## src/rtl/seg7_scan_decoder.sv

```systemverilog
// Monitor for a multiplexed 4-digit 7-segment bus.
// It rebuilds the displayed hex value and flags glitches, illegal segment patterns and bus inactivity.
module seg7_scan_decoder #(
   parameter int STABLE_CYCLES = 4,
   parameter int TIMEOUT       = 4096
) (
   input  logic        clk,
   input  logic        rst,
   input  logic        an0,
   input  logic        an1,
   input  logic        an2,
   input  logic        an3,
   input  logic [6:0]  cathode,
   input  logic        dp,
   output logic [15:0] value,
   output logic [3:0]  dp_mask,
   output logic [3:0]  digit_valid,
   output logic        frame_done,
   output logic        seg_err,
   output logic        multi_err,
   output logic        stale
);

   localparam int CNT_W = $clog2(STABLE_CYCLES);
   localparam int TMO_W = $clog2(TIMEOUT + 1);
   localparam logic [CNT_W-1:0] CNT_MAX  = CNT_W'(STABLE_CYCLES - 1);
   localparam logic [CNT_W-1:0] CNT_FIRE = CNT_W'(STABLE_CYCLES - 2);
   localparam logic [TMO_W-1:0] TMO_MAX  = TMO_W'(TIMEOUT);
   // Idle bus: all anodes off, all segments off, dp off.
   localparam logic [11:0] SNAP_IDLE = 12'hFFF;

   // Returns {legal, nibble} for an active-low {g,f,e,d,c,b,a} pattern.
   function automatic logic [4:0] seg_decode(input logic [6:0] seg);
      logic [4:0] r;
      case (seg)
         7'h40:   r = 5'h10;
         7'h79:   r = 5'h11;
         7'h24:   r = 5'h12;
         7'h30:   r = 5'h13;
         7'h19:   r = 5'h14;
         7'h12:   r = 5'h15;
         7'h02:   r = 5'h16;
         7'h78:   r = 5'h17;
         7'h00:   r = 5'h18;
         7'h10:   r = 5'h19;
         7'h08:   r = 5'h1A;
         7'h03:   r = 5'h1B;
         7'h46:   r = 5'h1C;
         7'h21:   r = 5'h1D;
         7'h06:   r = 5'h1E;
         7'h0E:   r = 5'h1F;
         default: r = 5'h00;
      endcase
      return r;
   endfunction

   logic [11:0]      snap_q, snap_d, prev_q, prev_d;
   logic [CNT_W-1:0] cnt_q, cnt_d;
   logic [3:0]       captured_q, captured_d;
   logic [15:0]      scratch_q, scratch_d;
   logic [3:0]       scratch_dp_q, scratch_dp_d;
   logic [TMO_W-1:0] tmo_q, tmo_d;
   logic [15:0]      value_q, value_d;
   logic [3:0]       dp_mask_q, dp_mask_d;
   logic [3:0]       digit_valid_q, digit_valid_d;
   logic             frame_done_q, frame_done_d;
   logic             seg_err_q, seg_err_d;
   logic             multi_err_q, multi_err_d;
   logic             stale_q, stale_d;

   logic       stable, fire, one_hot, legal_cap, illegal_cap, complete;
   logic [3:0] an_low;
   logic [1:0] idx;
   logic [4:0] dec;

   always_comb begin
      snap_d = {an3, an2, an1, an0, cathode, dp};
      prev_d = snap_q;
      stable = (snap_q == prev_q);

      if (!stable)
         cnt_d = '0;
      else if (cnt_q != CNT_MAX)
         cnt_d = cnt_q + 1'b1;
      else
         cnt_d = cnt_q;

      // Saturation at CNT_MAX makes this fire once per stable period.
      fire = stable && (cnt_q == CNT_FIRE);

      an_low  = ~snap_q[11:8];
      dec     = seg_decode(snap_q[7:1]);
      idx     = 2'd0;
      one_hot = 1'b0;
      case (an_low)
         4'b0001: begin idx = 2'd0; one_hot = 1'b1; end
         4'b0010: begin idx = 2'd1; one_hot = 1'b1; end
         4'b0100: begin idx = 2'd2; one_hot = 1'b1; end
         4'b1000: begin idx = 2'd3; one_hot = 1'b1; end
         default: begin idx = 2'd0; one_hot = 1'b0; end
      endcase

      legal_cap   = fire && one_hot && dec[4];
      illegal_cap = fire && one_hot && !dec[4];
      complete    = (captured_q == 4'hF);

      captured_d    = complete ? 4'h0 : captured_q;
      scratch_d     = scratch_q;
      scratch_dp_d  = scratch_dp_q;
      digit_valid_d = digit_valid_q;
      if (legal_cap) begin
         scratch_d[{idx, 2'b00} +: 4] = dec[3:0];
         scratch_dp_d[idx]            = ~snap_q[0];
         digit_valid_d[idx]           = 1'b1;
         captured_d[idx]              = 1'b1;
      end else if (illegal_cap) begin
         digit_valid_d[idx] = 1'b0;
         captured_d[idx]    = 1'b0;
      end

      value_d      = complete ? scratch_q : value_q;
      dp_mask_d    = complete ? scratch_dp_q : dp_mask_q;
      frame_done_d = complete;
      seg_err_d    = illegal_cap;
      multi_err_d  = fire && (an_low != 4'h0) && !one_hot;

      if (legal_cap)
         tmo_d = '0;
      else if (tmo_q != TMO_MAX)
         tmo_d = tmo_q + 1'b1;
      else
         tmo_d = tmo_q;
      stale_d = (tmo_d == TMO_MAX);
   end

   // Snapshot history resets to the idle pattern with the counter saturated,
   // so coming out of reset never produces a spurious event.
   always_ff @(posedge clk or posedge rst) begin
      if (rst) begin
         snap_q        <= SNAP_IDLE;
         prev_q        <= SNAP_IDLE;
         cnt_q         <= CNT_MAX;
         captured_q    <= '0;
         scratch_q     <= '0;
         scratch_dp_q  <= '0;
         tmo_q         <= '0;
         value_q       <= '0;
         dp_mask_q     <= '0;
         digit_valid_q <= '0;
         frame_done_q  <= 1'b0;
         seg_err_q     <= 1'b0;
         multi_err_q   <= 1'b0;
         stale_q       <= 1'b0;
      end else begin
         snap_q        <= snap_d;
         prev_q        <= prev_d;
         cnt_q         <= cnt_d;
         captured_q    <= captured_d;
         scratch_q     <= scratch_d;
         scratch_dp_q  <= scratch_dp_d;
         tmo_q         <= tmo_d;
         value_q       <= value_d;
         dp_mask_q     <= dp_mask_d;
         digit_valid_q <= digit_valid_d;
         frame_done_q  <= frame_done_d;
         seg_err_q     <= seg_err_d;
         multi_err_q   <= multi_err_d;
         stale_q       <= stale_d;
      end
   end

   assign value       = value_q;
   assign dp_mask     = dp_mask_q;
   assign digit_valid = digit_valid_q;
   assign frame_done  = frame_done_q;
   assign seg_err     = seg_err_q;
   assign multi_err   = multi_err_q;
   assign stale       = stale_q;

endmodule
```

## config.mk

```make
export PLATFORM = sky130hd
export DESIGN_NAME = seg7_scan_decoder
export DESIGN_NICKNAME = d
export VERILOG_FILES = /design/src/rtl/seg7_scan_decoder.sv
export SDC_FILE = /design/constraint.sdc
export NUM_CORES = 1
export LEC_CHECK = 0
export ABC_AREA = 1
export BUFFER_PORTS_ARGS = -buffer_cell sky130_fd_sc_hd__buf_2
export CAP_MARGIN = 20
export CORE_MARGIN = 1
export CORE_UTILIZATION = 45
export CTS_CLUSTER_DIAMETER = 100
export DETAILED_ROUTE_END_ITERATION = 16
export PLACE_DENSITY = 0.65
export SLEW_MARGIN = 25
export SYNTH_ARGS = -nofsm -noshare
export SYNTH_HDL_FRONTEND = slang
export SYNTH_SLANG_ARGS = --single-unit
export TNS_END_PERCENT = 5
```

## constraint.sdc

```tcl
create_clock -name clk -period 2.95 [get_ports clk]
set_clock_uncertainty 0.05 [all_clocks]
set_input_delay 0.1475 -clock clk [delete_from_list [all_inputs] [get_ports clk]]
set_output_delay 0.1475 -clock clk [all_outputs]
set_load 0.01 [all_outputs]
```

# Yosys cells after proc, flatten, opt, wreduce, memory -nomap -nowiden
# Cells that the tools add are included.
# op_classes
n_mux	16
n_eq_ne	26
bitwise_logic	7
n_shift	2
reduce_logical	13
magnitude_cmp	2
add_sub_neg	3
# op_table
operator	count
$pmux W5 S16	1
$eq A7 B7 Y1 const B	4
$mux W13	2
$eq A7 B5 Y1 const B	3
$eq A7 B6 Y1 const B	3
$mux W4	5
$bwmux W16	1
$shift A4 B6 Y16 const A	1
$shiftx A4 B6 Y16	1
$eq A7 B2 Y1 const B	2
$eq A7 B4 Y1 const B	2
$add A13 B1 Y13 const B	1
$eq A13 B13 Y1 const B	1
$ne A13 B13 Y1 const B	1
$eq A12 B12 Y1	1
$and A4 B4 Y4	2
$eq A4 B4 Y1 const B	2
$not A4 Y4	2
$or A4 B4 Y4	2
$eq A7 B3 Y1 const B	1
$logic_and A1 B1 Y1	7
$logic_not A7 Y1	1
$neg A4 Y6	1
$pmux W2 S3	1
18 further kinds	21
# totals
ff_bits	91

# Depth between registers and ports, before layout
# Gate-level depths: netlist of the first run.
# depth
depth_word	11
ltp_mapped	14
ltp_nobuf	14

# Worst setup path before layout of the first run
# Ideal clock, no wire load.
# synth_timing
kind	register to register
from	register snap_q[9], in the netlist prev_d[9]
to	register scratch_q[0]
setup_slack_ns	0.791
n_path_buf	0
required_time_ns	2.817
stages_incl_launch_ff	8
t_arrival_ns	2.027
setup_ns	0.083
cell_sequence	dfstp_2 > inv_1 > a31oi_2 > ha_1 > inv_1 > nand3_1 > or2_2 > o21ai_0
# synth_via
elab_chain_len	6
# synth_rtl
element	line	rtl
start, declared	57	logic [11:0] snap_q, snap_d, prev_q, prev_d;
start signal, assigned	155	snap_q <= snap_d;
$not A4 Y4	91	an_low = ~snap_q[11:8];
$eq A4 B4 Y1 (tied with other cells)	95	case (an_low)
$pmux W2 S3 / $reduce_or A4 Y1 (equally long branches)	--	
$neg A4 Y6 / $mux W1 (equally long branches)	112, 95	
$shiftx A4 B6 Y16 (tied with other cells)	112	scratch_d[{idx, 2'b00} +: 4] = dec[3:0];
$bwmux W16 / $logic_and A1 B1 Y1 (equally long branches)	112, 103	
end signal, assigned	159	scratch_q <= scratch_d;
end, declared	60	logic [15:0] scratch_q, scratch_d;
# Several ways; a longest one is shown, not always the timed one.
# A chain may end at the register's enable or synchronous reset.

# Final worst setup path of the first run
# layout_timing
from	register snap_q[8], in the netlist prev_d[8]
to	register scratch_q[0]
# Same word-level chain as after synthesis.

==> results of run 1 <==
[routing by layer]
| layer | wire [um] | part of all wire [%] |
|---|---|---|
| met1 | 4438 | 51 |
| met2 | 3851 | 44 |
| met3 | 268 | 3.1 |
| met4 | 113 | 1.3 |
| met5 | 0 | 0 |
[through the flow]
step | cell area (sq um) | power [mW] | hold slack (ps) | setup slack [ps]
final | 5184 | 2.555 | 316.8 | 672.6
after global routing | 5184 | 2.659 | 339.9 | 446.0
after CTS | 5184 | 2.583 | 328.7 | 665.3
after floorplan | 4412 | 1.417 | 102.0 | 431.9
after global placement | 4785 | 1.455 | 169.9 | 762.6
after detailed placement | 4785 | 1.459 | 176.5 | 675.0
[synth_stat cells]
cell | n | area share, %
inv_1 | 58 | 4.9
clkbuf_1 | 4 | 0.34
o41ai_1 | 1 | 0.20
dfrtp_1 | 65 | 37
a21oi_1 | 5 | 0.57
nand3_1 | 28 | 3.2
nor3_1 | 4 | 0.45
or2_2 | 1 | 0.14
dfstp_2 | 26 | 15
buf_2 | 2 | 0.23
nor2_4 | 3 | 0.77
nand4_4 | 1 | 0.48
nand4_2 | 1 | 0.28
o31ai_2 | 1 | 0.28
nor2_8 | 1 | 0.45
xnor2_1 | 5 | 0.99
o21ai_0 | 21 | 2.4
nand2_1 | 192 | 16
nor4_1 | 1 | 0.14
a211oi_1 | 1 | 0.17
a31oi_2 | 1 | 0.28
ha_1 | 10 | 2.8
inv_2 | 8 | 0.68
xor2_1 | 10 | 2.0
nor2_1 | 61 | 5.2
nand4_1 | 4 | 0.57
nand3_2 | 1 | 0.23
nor2_2 | 6 | 0.85
nand2_2 | 5 | 0.71
nand2_4 | 2 | 0.51
o21ai_1 | 13 | 1.5
[worst max path at each step]
stage | startpoint | endpoint | slack [ps] | cells past startpoint
2_1_floorplan | rst | asynchronous set/reset pin | 430 | 1
3_3_place_gp | prev_d[8]$_DFF_PP1_ | scratch_q[1]$_DFFE_PP0P_ | 760 | 10
3_5_place_dp | prev_d[8]$_DFF_PP1_ | scratch_q[0]$_DFFE_PP0P_ | 670 | 10
4_1_cts | prev_d[8]$_DFF_PP1_ | scratch_q[0]$_DFFE_PP0P_ | 670 | 10
5_1_grt | prev_d[8]$_DFF_PP1_ | scratch_q[0]$_DFFE_PP0P_ | 450 | 10
6_report | prev_d[8]$_DFF_PP1_ | scratch_q[0]$_DFFE_PP0P_ | 670 | 10
[state kept, by name, summed over array words and instances (netlist names), named ones only]
name and flops:
scratch_q 16, value 16, tmo_q 13, prev_d 12
prev_q 12, captured_q 4, dp_mask 4, scratch_dp_q 4
cnt_q 2, frame_done 1, multi_err 1, seg_err 1
stale 1
[report_power, final]
group / total (mW) / internal [mW] / switching (mW)
Combinational: 0.148 / 0.0521 / 0.0959
Clock: 1.11 / 0.654 / 0.454
Sequential: 1.30 / 1.28 / 0.0207
Total: 2.55 / 1.98 / 0.571
[worst max-delay path, cell delays in order, from the launching register on]
cell and delay, ps:
dfstp_2 610, nand2_2 80, inv_1 70, nand2_2 70
nor2_4 130, inv_2 90, ha_1 410, inv_1 170
nand3_1 80, or2_2 310, o21ai_0 150
[cell type report]
cell class	count	area share, %
multi-input cells	379	35.29
clock inverters	7	2.800
repair buffers	58	7.048
clock buffers	9	2.390
inverters	66	4.803
flip-flops and latches	91	44.56
well taps	129	3.114
[cells by family after synthesis]
family,after synthesis
flops,91
xor+xnor,15
simple gates,311
compound gates,43
buf+inv,72
fa+ha+maj,10
[timing repair]
action,in CTS,in global routing
hold endpoints to repair,45,0
buffers inserted,0,0
hold buffers,13,0
==> impl_metrics.ini, run 1 <==
[yosys]
synthCells = 542
post_synth_and_or_nand_nor_area_fraction_pct = 30.29
synth_mux_area_share_pct = 0
synthXorXnorAreaFrac_pct = 2.978
synthesis.area_per_instance_sq_um = 8.140
synth.yosys.seq_area_share_pct = 52.35
flip_flop_and_latch_count_after_synthesis = 91
ys_warnings = 0
combinational_family_with_the_most_area_after_synthesis = simple AND/OR/NAND/NOR gates
synth.net_count = 566
synth_adder_area_share_pct = 2.836
synth.cell_area_sq_um = 4412
post_synth_cell_types = 31
fraction_of_the_mapped_netlist_area_in_compound_gates_pct = 5.360

[clocking]
clk_pin_slew_worst_paths_ps = 90
cts_tree = done
cts_buffers = 9
clockBufferDepth = 2
clock_insertion_delay_worst_skew_ps = 360
cts_root_buf = clkbuf_8
ctsResizeCount = 0
htree_num_levels = 3
clock_sink_count = 91

[routing]
vias_per_cell = 4.717
detail_route.iter0.violations = 129
ant_nets = 0
routed-via-count = 3486
wire_per_inst_um = 11.73
remaining_drc_errors = 0
totalWireLength_um = 8671
drtPass1Iterations = 4

[hold_path]
path_category_of_the_worst_min_delay_check = input port to asynchronous set/reset pin

[critical_path]
critical_path.endpoint_type = flop
start_kind = flop
timing.critical_path.fanout_max = 7
data_required_critical_path_ps = 3190
critical_path_class = flop to flop
worst_path_arrival_ps = 2510
reg2regPathDepth = 10
r2r_start = prev_d[8]$_DFF_PP1_
r2r_end = scratch_q[0]$_DFFE_PP0P_
reg2reg_setup_slack_ps = 670

[final_layout]
finalCoreUtilization_pct = 55.31
layout_common_cells = nand2_1 (192), dfrtp_1 (65), nor2_1 (61)
area_growth_pct = 17.50
numnets_final = 629
diode_count = 0
filler_cell_count = 934
post_route_cells_drive_above_1_share_pct = 19.51
most_frequent_standard_cell_in_the_layout_excluding_fill_and_tap_cells = nand2_1
stdcell_count = 739
multi_input_area_sq_um = 1829
area.sequential_sq_um = 2310

[global_route]
grt_pass1_wl_um = 15040
grt_overflow = 0
grt_max_degree = 36
number_of_antenna_violations_at_the_first_check_in_global_routing = 0
busiest_layer = met2
grt_use_met3_pct = 3.814
global_route_met1_usage_pct = 26.36
first_global_vias = 3308
grtUsageMet2_pct = 29.82
grt.total_usage_pct = 18.91

[sta]
finalSetupViolCount = 0
fin_crit_sh_pct = 77.20
grt_setup_unrepaired = false
max_slew_margin_pct = 58.52
clock.fmax_ghz = 0.4391
finalWorstPathRequiredPeriod_ps = 2277
finalSetupTns_ps = 0
slew_violations = 0
worst-slew-pin-transition_ps = 621.5
finalHoldViolations = 0

[floorplanning]
dieHeight_um = 101.0
initial_core_util_pct = 47.08
die_width_um = 101.0
rows = 35
fp.coreArea_sq_um = 9371
top_level_ports = 42
die_area_sq_um = 10200

[power]
pwr_density_cell_nw_per_um2 = 492.8
leakage_nw = 2.788
power.ir.vdd_worst_uv = 300.0

[place]
gp_congestion = 0.9070
detailed_place_hpwl_um = 6483
post-place-cells = 710
port-buffer-count = 41

[status]
status = finished clean

[run]
maxCapViolations = 0
Power figures use the tool's default switching activity.
==> run 2, diff against run 1 <==
==> constraint.sdc (replaced) <==
create_clock -name clk -period 2.4 [get_ports clk]
set_clock_uncertainty 0.05 [all_clocks]
set_input_delay 0.12 -clock clk [delete_from_list [all_inputs] [get_ports clk]]
set_output_delay 0.12 -clock clk [all_outputs]
set_load 0.01 [all_outputs]
==> impl_metrics.ini, run 2 (same netlist as run 1, synthesis figures left out) <==
[status]
status = finished clean

[final_layout]
area_growth_pct = 16.28
most_frequent_standard_cell_in_the_layout_excluding_fill_and_tap_cells = nand2_1
area.sequential_sq_um = 2310
filler_cell_count = 885
diode_count = 0
stdcell_count = 741
post_route_cells_drive_above_1_share_pct = 19.77
multi_input_area_sq_um = 1829
numnets_final = 631
layout_common_cells = nand2_1 (192), dfrtp_1 (65), nor2_1 (61)

[critical_path]
reg2regPathDepth = 10
timing.critical_path.fanout_max = 6
data_required_critical_path_ps = 2630
critical_path_depth = 10
slowest_stage = dfstp_2
start_kind = flop
cp_slowest_stage_delay_ps = 610
cp_top_family = simple AND/OR/NAND/NOR gates
reg2reg_setup_slack_ps = 230
critical_path_class = flop to flop
worstPathBufferInverterCount = 3
worstPathCellList = nand2_2 > inv_1 > nand2_2 > nor2_4 > inv_2 > ha_1 > inv_1 > nand3_1 > or2_2 > o21ai_0
worst_path_arrival_ps = 2390
critical_path.endpoint_type = flop

[hold_path]
path_category_of_the_worst_min_delay_check = input port to asynchronous set/reset pin

[routing]
totalWireLength_um = 8708
drtPass1Iterations = 4
detail_route.iter0.violations = 104
wire_per_inst_um = 11.75
ant_nets = 0
routed-via-count = 3468
remaining_drc_errors = 0
vias_per_cell = 4.680

[clocking]
ctsResizeCount = 0
clock_sink_count = 91
cts_root_buf = clkbuf_8
clk_pin_slew_worst_paths_ps = 90
cts_tree = done
clockBufferDepth = 2
htree_num_levels = 3
clock_insertion_delay_worst_skew_ps = 360
cts_buffers = 9

[floorplanning]
fp.coreArea_sq_um = 9371
initial_core_util_pct = 47.08
die_area_sq_um = 10200
top_level_ports = 42
dieHeight_um = 101.0
rows = 35
die_width_um = 101.0

[sta]
finalSetupViolCount = 0
slew_violations = 0
clock.fmax_ghz = 0.4613
finalSetupTns_ps = 0
finalHoldViolations = 0
finalWorstPathRequiredPeriod_ps = 2168
worst-slew-pin-transition_ps = 609.9
grt_setup_unrepaired = false
fin_crit_sh_pct = 90.33
max_slew_margin_pct = 59.30

[global_route]
grt_max_degree = 37
number_of_antenna_violations_at_the_first_check_in_global_routing = 0
first_global_vias = 3426
grt_overflow = 0
grt.total_usage_pct = 19.33
grt_pass1_wl_um = 15470

[power]
pwr_density_cell_nw_per_um2 = 539.7
power.ir.vdd_worst_uv = 330.2
leakage_nw = 2.750

[place]
gp_congestion = 0.8742
post-place-cells = 711
port-buffer-count = 41
detailed_place_hpwl_um = 6443

[run]
maxCapViolations = 0
run 2: worst paths after layout:
| check | startpoint | end |
|---|---|---|
| worst max-delay path | prev_d[8]$_DFF_PP1_ | scratch_q[2]$_DFFE_PP0P_ |
| worst min-delay path | rst | multi_err$_DFF_PP0_ |
| worst max register to register | prev_d[8]$_DFF_PP1_ | scratch_q[2]$_DFFE_PP0P_ |
| worst min register to register | prev_d[10]$_DFF_PP1_ | prev_q[10]$_DFF_PP1_ |
| max in group asynchronous | rst | value[1]$_DFFE_PP0P_ |
| min in group clk | prev_d[10]$_DFF_PP1_ | prev_q[10]$_DFF_PP1_ |
run 2: timing repair:
item	in CTS	in global routing
hold buffers	13	0
setup endpoints to repair	0	9
buffers inserted	0	1
hold endpoints to repair	14	0
run 2: tightest hold or removal path, delay by kind of cell:
| kind | cells | cell delay [ps] |
|---|---|---|
| buffers and inverters | 3 | 1050 |
run 2: layer usage:
metal | track usage (%) | part of all wire, % | up-vias
met5 | 0 | 0 | -
met4 | 6.020 | 1.3 | 0
met3 | 3.467 | 4.3 | 12
met2 | 31.88 | 46 | 67
met1 | 25.94 | 48 | 1584
li1 | - | - | 1805
run 2: cell type report:
class | count | share of cell area [%]
clock buffer | 9 | 2.415
clock inverter | 7 | 1.195
inverter | 66 | 4.902
multi-input combinational | 379 | 35.66
sequential | 91 | 45.02
tap | 129 | 3.146
timing repair buffer | 60 | 7.659
run 2: where the power goes:
group          switching [mW]  internal [mW]
Combinational           0.118         0.0678
Clock                   0.593          0.394
Sequential             0.0251           1.57
run 2: stage by stage:
step	setup slack, ps	hold slack (ps)	power (mW)	cell area [sq um]	utilization, %
after CTS	139.0	319.8	2.810	5122	54.66
after detailed placement	167.1	171.2	1.797	4807	51.30
final	232.2	315.1	2.769	5130	54.74
after global placement	228.9	167.2	1.795	4807	51.30
after global routing	46.25	324.6	2.906	5130	54.74
after floorplan	240.6	74.48	1.742	4415	-
==> run 3, diff against run 2 <==
--- a/config.mk
+++ b/config.mk
@@ -7,7 +7,8 @@
 export LEC_CHECK = 0
 export ABC_AREA = 1
 export BUFFER_PORTS_ARGS = -buffer_cell sky130_fd_sc_hd__buf_2
-export CAP_MARGIN = 20
+export CAP_MARGIN = 0
+export CORE_ASPECT_RATIO = 2
 export CORE_MARGIN = 1
 export CORE_UTILIZATION = 45
 export CTS_CLUSTER_DIAMETER = 100
==> impl_metrics.ini, run 3 (same netlist as run 1, synthesis figures left out) <==
[critical_path]
start_kind = flop
slowest_stage = dfstp_2
data_required_critical_path_ps = 2630
cp_top_family = simple AND/OR/NAND/NOR gates
cp_slowest_stage_delay_ps = 620
worstPathBufferInverterCount = 2
worstPathCellList = inv_2 > nand2_1 > nor2_1 > o21ai_1 > nand2_1 > nor2_1 > nand2_1 > nand3_2 > nand4_1 > inv_1 > nand2_1 > nor2_1
timing.critical_path.fanout_max = 9
critical_path.most_common_cell = nand2_1
critical_path_class = flop to flop
critical_path.endpoint_type = flop
worst_path_arrival_ps = 2430

[final_layout]
diode_count = 0
numnets_final = 632
most_frequent_standard_cell_in_the_layout_excluding_fill_and_tap_cells = nand2_1
post_route_cells_drive_above_1_share_pct = 19.90
area_growth_pct = 19.88
stdcell_count = 743
layout_common_cells = nand2_1 (192), dfrtp_1 (65), nor2_1 (61)

[routing]
wire_per_inst_um = 13.38
remaining_drc_errors = 0
detail_route.iter0.violations = 217
routed-via-count = 3638
totalWireLength_um = 9939
drtPass1Iterations = 5
vias_per_cell = 4.896
ant_nets = 0

[power]
switching_share_pct = 21.95
switchingPower_mw = 0.7355
power.internal_mw = 2.616
clock_power_share_pct = 46.6
power.share.combinational_pct = 5.8
leakage_nw = 2.840
power.sequential.fraction_pct = 47.6
design_power_total_mw = 3.351
power.ir.vdd_worst_uv = 608.5
pwr_density_cell_nw_per_um2 = 633.6

[sta]
postLayoutSetupSlackWorst_ps = 200.0
max_slew_margin_pct = 57.93
finalHoldViolations = 0
finalSetupViolCount = 0
slew_violations = 0
clock.fmax_ghz = 0.4545
fin_crit_sh_pct = 91.67
finalSetupTns_ps = 0
worst-slew-pin-transition_ps = 630.4
grt_setup_unrepaired = false
finalWorstPathRequiredPeriod_ps = 2200

[floorplanning]
rows = 50
die_width_um = 72.02
initial_core_util_pct = 46.70
top_level_ports = 42
fp.coreArea_sq_um = 9447
die_area_sq_um = 10230
dieHeight_um = 142.0

[global_route]
first_global_vias = 3634
grt.total_usage_pct = 21.36
grt_max_degree = 57
number_of_antenna_violations_at_the_first_check_in_global_routing = 0
grt_overflow = 0
grt_pass1_wl_um = 16500

[place]
detailed_place_hpwl_um = 7697
port-buffer-count = 41
post-place-cells = 714
gp_congestion = 0.8927
post-place-ws_ps = 211.7

[clocking]
cts_root_buf = clkbuf_16
cts_buffers = 9
clk_pin_slew_worst_paths_ps = 60
clock_insertion_delay_worst_skew_ps = 340
clockBufferDepth = 2
htree_num_levels = 3
ctsResizeCount = 0
clock_sink_count = 91
cts_tree = done

[status]
status = finished clean

[hold_path]
path_category_of_the_worst_min_delay_check = input port to asynchronous set/reset pin

[run]
maxCapViolations = 0
## run 3: changes by cell type in the layout (fill, tap and decap cells not counted), moves of 2 or more
cell        previous run  this run
inv_8                  2         0
clkbuf_8               9         2
clkbuf_16              0         9
bufinv_16              0         2
clkinvlp_4             5         1
## run 3: what timing repair did
action	in CTS	in global routing
hold endpoints to repair	29	0
buffers inserted	0	0
hold buffers	13	0
## run 3: path summary, 6_finish.rpt
check | start | cells past startpoint | to | slack [ps]
worst min register to register | prev_d[10]$_DFF_PP1_ | 0 | prev_q[10]$_DFF_PP1_ | 330
max in group asynchronous | rst | 4 | prev_d[7]$_DFF_PP1_ | 1450
worst min-delay path | rst | 3 | value[10]$_DFFE_PP0P_ | 220
worst max-delay path | prev_d[1]$_DFF_PP1_ | 12 | stale$_DFF_PP0_ | 200
worst max register to register | prev_d[1]$_DFF_PP1_ | 12 | stale$_DFF_PP0_ | 200
min in group clk | prev_d[10]$_DFF_PP1_ | 0 | prev_q[10]$_DFF_PP1_ | 330
## run 3: area by class of cell
class | instances | area (sq um)
inverters | 66 | 251.5
multi-input cells | 379 | 1829
fillers | 864 | 4158
repair buffers | 61 | 400.4
well taps | 130 | 162.7
flip-flops and latches | 91 | 2310
clock buffers | 11 | 252.7
clock inverters | 5 | 82.58
## run 3: worst min-delay path, cell delays in order
cell	delay, ps
dlygate4sd3_1	530
buf_2	130
clkinvlp_4	210
## run 3: power by group through the flow
stage,logic (mW),clock network [mW],registers (mW)
floorplan,0.125,0,1.62
global placement,0.176,0,1.62
detailed placement,0.180,0,1.62
CTS,0.197,1.61,1.60
global route,0.221,1.65,1.60
finish,0.194,1.56,1.60
## run 3: metrics by stage
stage,instance area [sq um],hold slack (ps),utilization (%)
finish,5289,221.2,55.99
global route,5289,241.4,55.99
CTS,5289,219.3,55.99
detailed placement,4823,37.25,51.06
global placement,4823,28.43,51.06
floorplan,4415,74.48,-
## run 3: layer usage
metal	GRT usage [%]	part of all wire [%]
met5	0	0
met4	14.14	5.0
met3	2.408	2.1
met2	40.86	57
met1	20.69	36
